==> src/rtl/beep_pkg.sv <==
// Shared types and constant helpers for the buzzer burst driver.
package beep_pkg;

    // Sequencer states: idle, tone burst, silent gap between bursts.
    typedef enum logic [1:0] {
        IDLE = 2'd0,
        TONE = 2'd1,
        GAP  = 2'd2
    } beep_state_t;

    // Cycle counts derived from the frequency/time parameters.
    typedef struct packed {
        int half;     // clock cycles per half period of the tone
        int on_cyc;   // clock cycles per burst
        int off_cyc;  // clock cycles per gap (0 = back-to-back bursts)
    } beep_timing_t;

    // Truncating integer arithmetic, evaluated at elaboration time.
    function automatic beep_timing_t calc_timing(int clk_freq, int tone_hz,
                                                 int on_ms, int off_ms);
        beep_timing_t t;
        t.half    = clk_freq / (2 * tone_hz);
        t.on_cyc  = clk_freq / 1000 * on_ms;
        t.off_cyc = clk_freq / 1000 * off_ms;
        return t;
    endfunction

    // Counter width able to hold the given terminal value with headroom.
    function automatic int cnt_width(int term);
        return $clog2(term) + 1;
    endfunction

endpackage

==> src/rtl/tone_div.sv <==
// Square-wave divider: toggles wave every HALF enabled cycles.
// A clear forces the next enabled cycle to start high with a fresh count.
module tone_div
    import beep_pkg::*;
#(
    parameter int HALF = 5
) (
    input  logic clk,
    input  logic rst_n,
    input  logic en,
    input  logic clr,
    output logic wave
);

    localparam int            W    = cnt_width(HALF);
    localparam logic [W-1:0]  LAST = W'(HALF - 1);

    logic [W-1:0] cnt_reg;
    logic         wave_reg;

    // Half-period counter and toggle flop; clear has priority over enable.
    always_ff @(posedge clk or negedge rst_n) begin
        if (!rst_n) begin
            cnt_reg  <= '0;
            wave_reg <= 1'b0;
        end else if (clr) begin
            cnt_reg  <= '0;
            wave_reg <= 1'b1;
        end else if (en) begin
            if (cnt_reg == LAST) begin
                cnt_reg  <= '0;
                wave_reg <= ~wave_reg;
            end else begin
                cnt_reg  <= cnt_reg + W'(1);
            end
        end
    end

    assign wave = wave_reg;

endmodule

==> src/rtl/beep_tone_drv.sv <==
// Buzzer driver: a rising edge on beep_req plays REPEAT bursts of a
// TONE_HZ square wave, ON_MS long, separated by OFF_MS of silence.
module beep_tone_drv
    import beep_pkg::*;
#(
    parameter int CLK_FREQ = 50_000_000,
    parameter int TONE_HZ  = 2_000,
    parameter int ON_MS    = 100,
    parameter int OFF_MS   = 100,
    parameter int REPEAT   = 2
) (
    input  logic clk,
    input  logic rst_n,
    input  logic beep_req,
    input  logic beep_stop,
    output logic busy,
    output logic buzzer_out
);

    localparam beep_timing_t TIM     = calc_timing(CLK_FREQ, TONE_HZ, ON_MS, OFF_MS);
    localparam int           HALF    = TIM.half;
    localparam int           ON_CYC  = TIM.on_cyc;
    localparam int           OFF_CYC = TIM.off_cyc;
    localparam int           DUR_MAX = (ON_CYC > OFF_CYC) ? ON_CYC : OFF_CYC;
    localparam int           DUR_W   = cnt_width(DUR_MAX);
    localparam int           BURST_W = cnt_width(REPEAT);

    localparam logic [DUR_W-1:0]   ON_LAST  = DUR_W'(ON_CYC - 1);
    localparam logic [DUR_W-1:0]   OFF_LAST = DUR_W'((OFF_CYC > 0) ? OFF_CYC - 1 : 0);
    localparam logic [BURST_W-1:0] REP_LAST = BURST_W'(REPEAT - 1);

    beep_state_t        state_reg, state_next;
    logic [DUR_W-1:0]   dur_reg, dur_next;
    logic [BURST_W-1:0] burst_reg, burst_next;
    logic               beep_req_d_reg;
    logic               arm_reg;
    logic               start;
    logic               div_clr;
    logic               div_en;
    logic               wave;

    // A request already high when reset releases must not count as an
    // edge, so triggering is armed only once the request has been seen low.
    assign start = beep_req & ~beep_req_d_reg & arm_reg;

    // Edge-detect history and arming flag, updated in every state.
    always_ff @(posedge clk or negedge rst_n) begin
        if (!rst_n) begin
            beep_req_d_reg <= 1'b0;
            arm_reg        <= 1'b0;
        end else begin
            beep_req_d_reg <= beep_req;
            arm_reg        <= arm_reg | ~beep_req;
        end
    end

    // State, burst-duration and burst-index registers.
    always_ff @(posedge clk or negedge rst_n) begin
        if (!rst_n) begin
            state_reg <= IDLE;
            dur_reg   <= '0;
            burst_reg <= '0;
        end else begin
            state_reg <= state_next;
            dur_reg   <= dur_next;
            burst_reg <= burst_next;
        end
    end

    // Sequencer next-state logic; the divider is held cleared except
    // during a burst cycle that is not the last one of that burst.
    always_comb begin
        state_next = state_reg;
        dur_next   = dur_reg;
        burst_next = burst_reg;
        div_clr    = 1'b1;
        case (state_reg)
            IDLE: begin
                dur_next   = '0;
                burst_next = '0;
                if (start && !beep_stop) begin
                    state_next = TONE;
                end
            end
            TONE: begin
                if (beep_stop) begin
                    state_next = IDLE;
                    dur_next   = '0;
                    burst_next = '0;
                end else if (dur_reg == ON_LAST) begin
                    dur_next = '0;
                    if (burst_reg == REP_LAST) begin
                        state_next = IDLE;
                        burst_next = '0;
                    end else begin
                        burst_next = burst_reg + BURST_W'(1);
                        state_next = (OFF_CYC == 0) ? TONE : GAP;
                    end
                end else begin
                    dur_next = dur_reg + DUR_W'(1);
                    div_clr  = 1'b0;
                end
            end
            GAP: begin
                if (beep_stop) begin
                    state_next = IDLE;
                    dur_next   = '0;
                    burst_next = '0;
                end else if (dur_reg == OFF_LAST) begin
                    state_next = TONE;
                    dur_next   = '0;
                end else begin
                    dur_next = dur_reg + DUR_W'(1);
                end
            end
            default: begin
                state_next = IDLE;
                dur_next   = '0;
                burst_next = '0;
            end
        endcase
    end

    assign div_en = (state_reg == TONE);

    tone_div #(
        .HALF (HALF)
    ) u_tone_div (
        .clk   (clk),
        .rst_n (rst_n),
        .en    (div_en),
        .clr   (div_clr),
        .wave  (wave)
    );

    // Outputs decode straight from the state register, so they drop to 0
    // the moment reset asserts and together when a sequence ends.
    assign busy       = (state_reg != IDLE);
    assign buzzer_out = (state_reg == TONE) & wave;

endmodule
==> config.mk <==
export PLATFORM = sky130hd
export DESIGN_NAME = beep_tone_drv
export DESIGN_NICKNAME = d
export VERILOG_FILES = /design/src/rtl/beep_pkg.sv /design/src/rtl/tone_div.sv /design/src/rtl/beep_tone_drv.sv
export SDC_FILE = /design/constraint.sdc
export NUM_CORES = 1
export LEC_CHECK = 0
export BUFFER_PORTS_ARGS = -buffer_cell sky130_fd_sc_hd__buf_2
export CORE_ASPECT_RATIO = 1.25
export CORE_MARGIN = 2
export CORE_UTILIZATION = 60
export DETAILED_ROUTE_END_ITERATION = 6
export GPL_ROUTABILITY_DRIVEN = 1
export PLACE_DENSITY_LB_ADDON = 0.1
export SYNTH_ARGS = -nofsm -noshare
export SYNTH_HDL_FRONTEND = slang
export SYNTH_SLANG_ARGS = --single-unit
==> constraint.sdc <==
create_clock -name clk -period 2.4 [get_ports clk]
set_input_delay 0.12 -clock clk [delete_from_list [all_inputs] [get_ports clk]]
set_output_delay 0.12 -clock clk [all_outputs]
set_load 0.02 [all_outputs]
## Word level (Yosys, flattened, before mapping)

Index checks and enable logic that the tools add are counted.

| storage, ports and cells | value |
|---|---|
| register bits after elaboration | 46 |
| input port bits | 4 |

| operators by class | value |
|---|---|
| mux-type cells | 24 |
| $add $sub $neg | 3 |
| reduce and logical (&&, ||, !) cells | 10 |
| equal/unequal tests | 9 |
| bitwise logic cells | 7 |

Operators with widths:

| cell | number |
|---|---|
| 2-to-1 mux 24 bit | 3 |
| 2-to-1 mux 15 bit | 3 |
| adder 24 x 1 -> 24 bit, second input constant | 1 |
| == test 24 x 23 -> 1 bit, second input constant | 1 |
| 2-to-1 mux 2 bit | 10 |
| adder 15 x 1 -> 15 bit, second input constant | 1 |
| == test 15 x 14 -> 1 bit, second input constant | 1 |
| 2-to-1 mux 1 bit | 6 |
| case mux 2 bit (3 select lines) | 1 |
| nonzero test 2 bit | 3 |
| == test 2 x 1 -> 1 bit, second input constant | 2 |
| != test 2 bit, second input constant | 2 |
| case mux 2 bit (2 select lines) | 1 |
| AND reduction 2 bit | 2 |
| AND 1 bit | 3 |
| != test 3 x 2 -> 1 bit, second input constant | 1 |
| != test 3 bit, second input constant | 1 |
| inverter 1 bit | 3 |
| AND reduction 3 bit | 1 |
| adder 2 x 1 -> 2 bit, second input constant | 1 |
| == test 2 bit, second input constant | 1 |
| logical NOT 2 bit | 1 |
| OR reduction 2 bit | 1 |
| logical AND 1 bit | 1 |
| 2 further kinds | 2 |

## Logic depth before layout (Yosys ltp)

| logic depth | value |
|---|---|
| depth in word-level cells | 6 |
| mapped depth | 8 |
| mapped depth without buffers | 6 |

## Cells and area by module

Synthesis repeated with hierarchy kept, for this count alone.

| unflattened totals | value |
|---|---|
| cells, all modules | 249 |
| area, all modules | 2,416.1 sq um |

By module, submodules not included:

| module | cells each | times used | area an instance (sq um) |
|---|---|---|---|
| beep_tone_drv | 163 | 1 | 1,581.5 |
| tone_div | 86 | 1 | 834.6 |

## Least setup slack after synthesis

Ideal clock, no wire load.

| path | value |
|---|---|
| path type | reg2reg |
| start point | register dur_reg[10] |
| end point | register dur_reg[18] |
| cell stages (with the launch flop) | 8 |
| data arrival time | 1.873 ns |
| period minus slack after synthesis | 1.992 ns |
| setup slack | 0.408 ns |
| setup time | 0.119 ns |
| required time | 2.281 ns |
| cells stage by stage | dfrtp_1 -> or4b_1 -> or4_4 -> nor2_4 -> or3b_1 -> buf_4 -> buf_6 -> nor2_1 |

| between the ends | value |
|---|---|
| longest elaborated chain between the ends | 4 |
| elaborated cells between the ends (all ways) | 5 |
| those cells by class | add/sub: 1; eq/ne: 1; mux: 3 |

RTL lines:

| element | RTL line | RTL |
|---|---|---|
| start: declaration | beep_tone_drv.sv:33 | `logic [DUR_W-1:0] dur_reg, dur_next;` |
| start signal: assignment | beep_tone_drv.sv:65 | `dur_reg <= dur_next;` |
| adder 24 x 1 -> 24 bit / == test 24 x 23 -> 1 bit (equally long branches) | - |  |
| 2-to-1 mux 24 bit * | beep_tone_drv.sv:90, beep_tone_drv.sv:109 |  |
| 2-to-1 mux 24 bit * | beep_tone_drv.sv:86 | `if (beep_stop) begin` |
| 2-to-1 mux 24 bit * | - |  |
| net dur_next[18] | beep_tone_drv.sv:33 |  |

Mark *: on every way through the listed nets, which the timed path passes. The rest lies on a longest branch.
A chain may end at the register's enable or synchronous reset.

## Worst setup path after layout

| path | value |
|---|---|
| start point | register dur_reg[10] |
| end point | register dur_reg[4] |

| between the ends | value |
|---|---|
| longest elaborated chain between the ends | 4 |

RTL lines:

| element | RTL line |
|---|---|
| == test 24 x 23 -> 1 bit | beep_tone_drv.sv:90, beep_tone_drv.sv:109 |
| 2-to-1 mux 24 bit | beep_tone_drv.sv:90, beep_tone_drv.sv:109 |
| 2-to-1 mux 24 bit | beep_tone_drv.sv:86 |
| 2-to-1 mux 24 bit | - |
| net dur_next[4] | beep_tone_drv.sv:33 |

The timed path passes the listed nets, and every way through them passes these cells.

==> run_results.csv <==
group,metric,value,unit
synthesis,ys_types,34,
timing,worstMarginPinSlew,975.8,ps
timing,drv_slew,0,
detailed_routing,vias,1579,
finish,regArea,0.001151,mm^2
timing,setup_slack,317.5,ps
global_route,gr-total-overflow,0,
placed_design,dp_hpwl,2.729,mm
worst_setup_path,endpoint_kind,"register",
timing,final.setup.tns,0,ps
clock_network,post_cts_buffers,0,
detailed_routing,route.met2.wl,1.999,mm
floorplanning,coreArea,0.003722,mm^2
synthesis,yosysSeqAreaShare,0.5016,
placed_design,port_buffers,5,
timing,finalCritPeriodShare,0.8677,
detailed_routing,wl_per_cell,13.85,um
global_route,antenna_found_initial,0,
worst_setup_path,worstPathMaxFanout,24,
timing,setup_viol,0,
synthesis,syn_inst,231,
detailed_routing,dr.pass1.iters,4,
status,status,"complete, but fails checks",
global_route,grt_pass1_wl,6.913,mm
detailed_routing,wl_met3,73,um
timing,slew_headroom,0.3495,
worst_setup_path,worstPathRequired,2600,ps
worst_setup_path,arrival,2280,ps
synthesis,avgSynthCellArea,9.934,um^2
finish,n_fill_cell,337,
finish,diodes,0,
clock_network,cts_tree,"yes",
timing,finalHoldViolations,44,
detailed_routing,remaining_drc_errors,0,
detailed_routing,drt_iter0_markers,106,
placed_design,dpl_cell_area,0.002360,mm^2
global_route,grt_max_degree,47,
worst_setup_path,crit_path_cell_trace,"or4b_1, or4_4, nor2_4, or3b_1, buf_12, nor2_1",
finish,mostFrequentLayoutCells,"nor2_1 (48), dfrtp_1 (46), xor2_1 (24), nand2_1 (16), nand3_1 (13)",
detailed_routing,wl_met1,1.802,mm
synthesis,synth_warnings,0,
synthesis,synthArstFlopShare,1.000,
timing,max_clock_freq,0.4802,GHz
finish,largest_reg_flops,24,
synthesis,ys.flop_type,"dfrtp_1",
finish,drive_gt1_frac,0.07819,
placed_design,place_congestion,0.9053,
flow_run,max-cap-violations,0,
worst_setup_path,critPathMaxStageDelay,530,ps
timing,skew,9.950,ps
detailed_routing,drt-vias-per-instance,5.580,
worst_hold_path,hold_path_class,"in -> async",
finish,final_nets,252,
power_and_ir_drop,vdd_drop_max,0.0004015,V
floorplanning,start_util,0.6165,
detailed_routing,top_layer_used,"met4",
clock_network,clk_pin_slew_worst_paths,90,ps
worst_setup_path,path_class,"reg -> reg",
synthesis,ys_ff_latch,46,
floorplanning,dieArea,0.004338,mm^2
detailed_routing,final_antenna_net_count,0,
finish,multiInputGateArea,0.001057,mm^2
floorplanning,io_pins,6,
global_route,globalRouteTotalUtil,0.2085,
synthesis,syn_area,0.002295,mm^2
worst_setup_path,start_kind,"register",
floorplanning,rows,25,
detailed_routing,routed_wl,3.919,mm
synthesis,synth.net_count,241,
clock_network,cts_sinks,46,
power_and_ir_drop,p_total,1569,uW
clock_network,root_buffer,"clkbuf_8",
timing,period_needed,2082,ps
clock_network,cts_htree_levels,2,
global_route,grt_pass1_vias,1561,
status,failed_checks,"negative hold slack",
finish,area_growth_syn_to_layout,7.197,%
synthesis,synth_edf_count,0,
timing,holdWs,-51.08,ps
clock_network,worstSkewPairLatency,300,ps
finish,final_common_cell,"nor2_1",
power_and_ir_drop,p_per_area,637.9,mW/mm^2
floorplanning,die_x,59.32,um
power_and_ir_drop,p_leak,0.001054,uW
floorplanning,die_h,73.14,um
clock_network,clockBufferDepth,2,
clock_network,cts_buffers,5,
finish,postLayoutCellArea,0.002460,mm^2
timing,rsz0062_at_grt,"no",
worst_setup_path,cpMaxStageDelayCell,"or4b_1",
placed_design,pre_cts_slack,329.2,ps
cell families (layout without fill, tap and decap cells):
group,count (synthesis),in the layout,share of synthesized area
AO/OA/AOI/OAI,8,8,0.02563
adder cells (fa/ha/maj),6,6,0.03271
AND/OR/NAND/NOR,119,119,0.2606
buffers and inverters,15,27,0.03762
flip-flops,46,46,0.5016
XOR/XNOR,36,36,0.1374
multiplexers,1,1,0.004362
cell usage after synthesis (all sizes together), types with 5 or more instances:
| cell | count | share of area |
|---|---|---|
| and4 | 5 | 0.019 |
| buf | 5 | 0.021 |
| dfrtp | 46 | 0.50 |
| ha | 6 | 0.033 |
| inv | 9 | 0.015 |
| nand2 | 16 | 0.026 |
| nand3 | 13 | 0.028 |
| nand4 | 8 | 0.022 |
| nor2 | 49 | 0.083 |
| nor4 | 5 | 0.014 |
| xnor2 | 12 | 0.046 |
| xor2 | 24 | 0.092 |
metrics by stage:
| stage | utilization | std cells |
|---|---|---|
| after CTS | 0.6608 | 283 |
| after detailed placement | 0.6340 | 274 |
| after global placement | 0.6340 | 274 |
| final | 0.6608 | 283 |
| after global routing | 0.6608 | 283 |
| after floorplan | - | 231 |
where the power goes:
part	internal, uW	leakage (uW)	switching, uW
clock	205	0.0000441	270
sequential	801	0.000626	23.6
combinational	97.5	0.000385	172
critical path, delay by kind of cell (launching register included):
kind | cells | cell delay [ps]
simple gates | 5 | 1370
flops | 1 | 430
buf+inv | 1 | 170
layer usage:
| layer | global-route usage | up-vias |
|---|---|---|
| met5 | 0 | - |
| met4 | 0.06061 | 0 |
| met3 | 0.04255 | 5 |
| met2 | 0.3553 | 10 |
| met1 | 0.2639 | 768 |
| li1 | - | 796 |
what timing repair did:
action | 4_1_cts | 5_1_grt
resized for setup | 0 | 0
setup endpoints to repair | 0 | 0
hold buffers | 1 | 0
endpoints found under the hold margin | 1 | 0
path summary, 6_finish.rpt:
path,start,endpoint,slack (ps),cells past startpoint
max,dur_reg[10],dur_reg[4],320,6
min,rst_n,u_tone_div.cnt_reg[10],-50,1
max reg2reg,dur_reg[10],dur_reg[4],320,6
min reg2reg,arm_reg,arm_reg,480,1
max in group asynchronous,rst_n,dur_reg[5],1810,1
min in group clk,beep_stop,burst_reg[1],150,3
layout make-up:
type,instances,area share
flip-flops and latches,46,0.4680
repair buffers,10,0.03154
multi-input cells,170,0.4298
clock buffers,5,0.02798
inverters,9,0.01373
well taps,40,0.02035
clock inverters,3,0.008647
(Power assumes the default switching activity.)
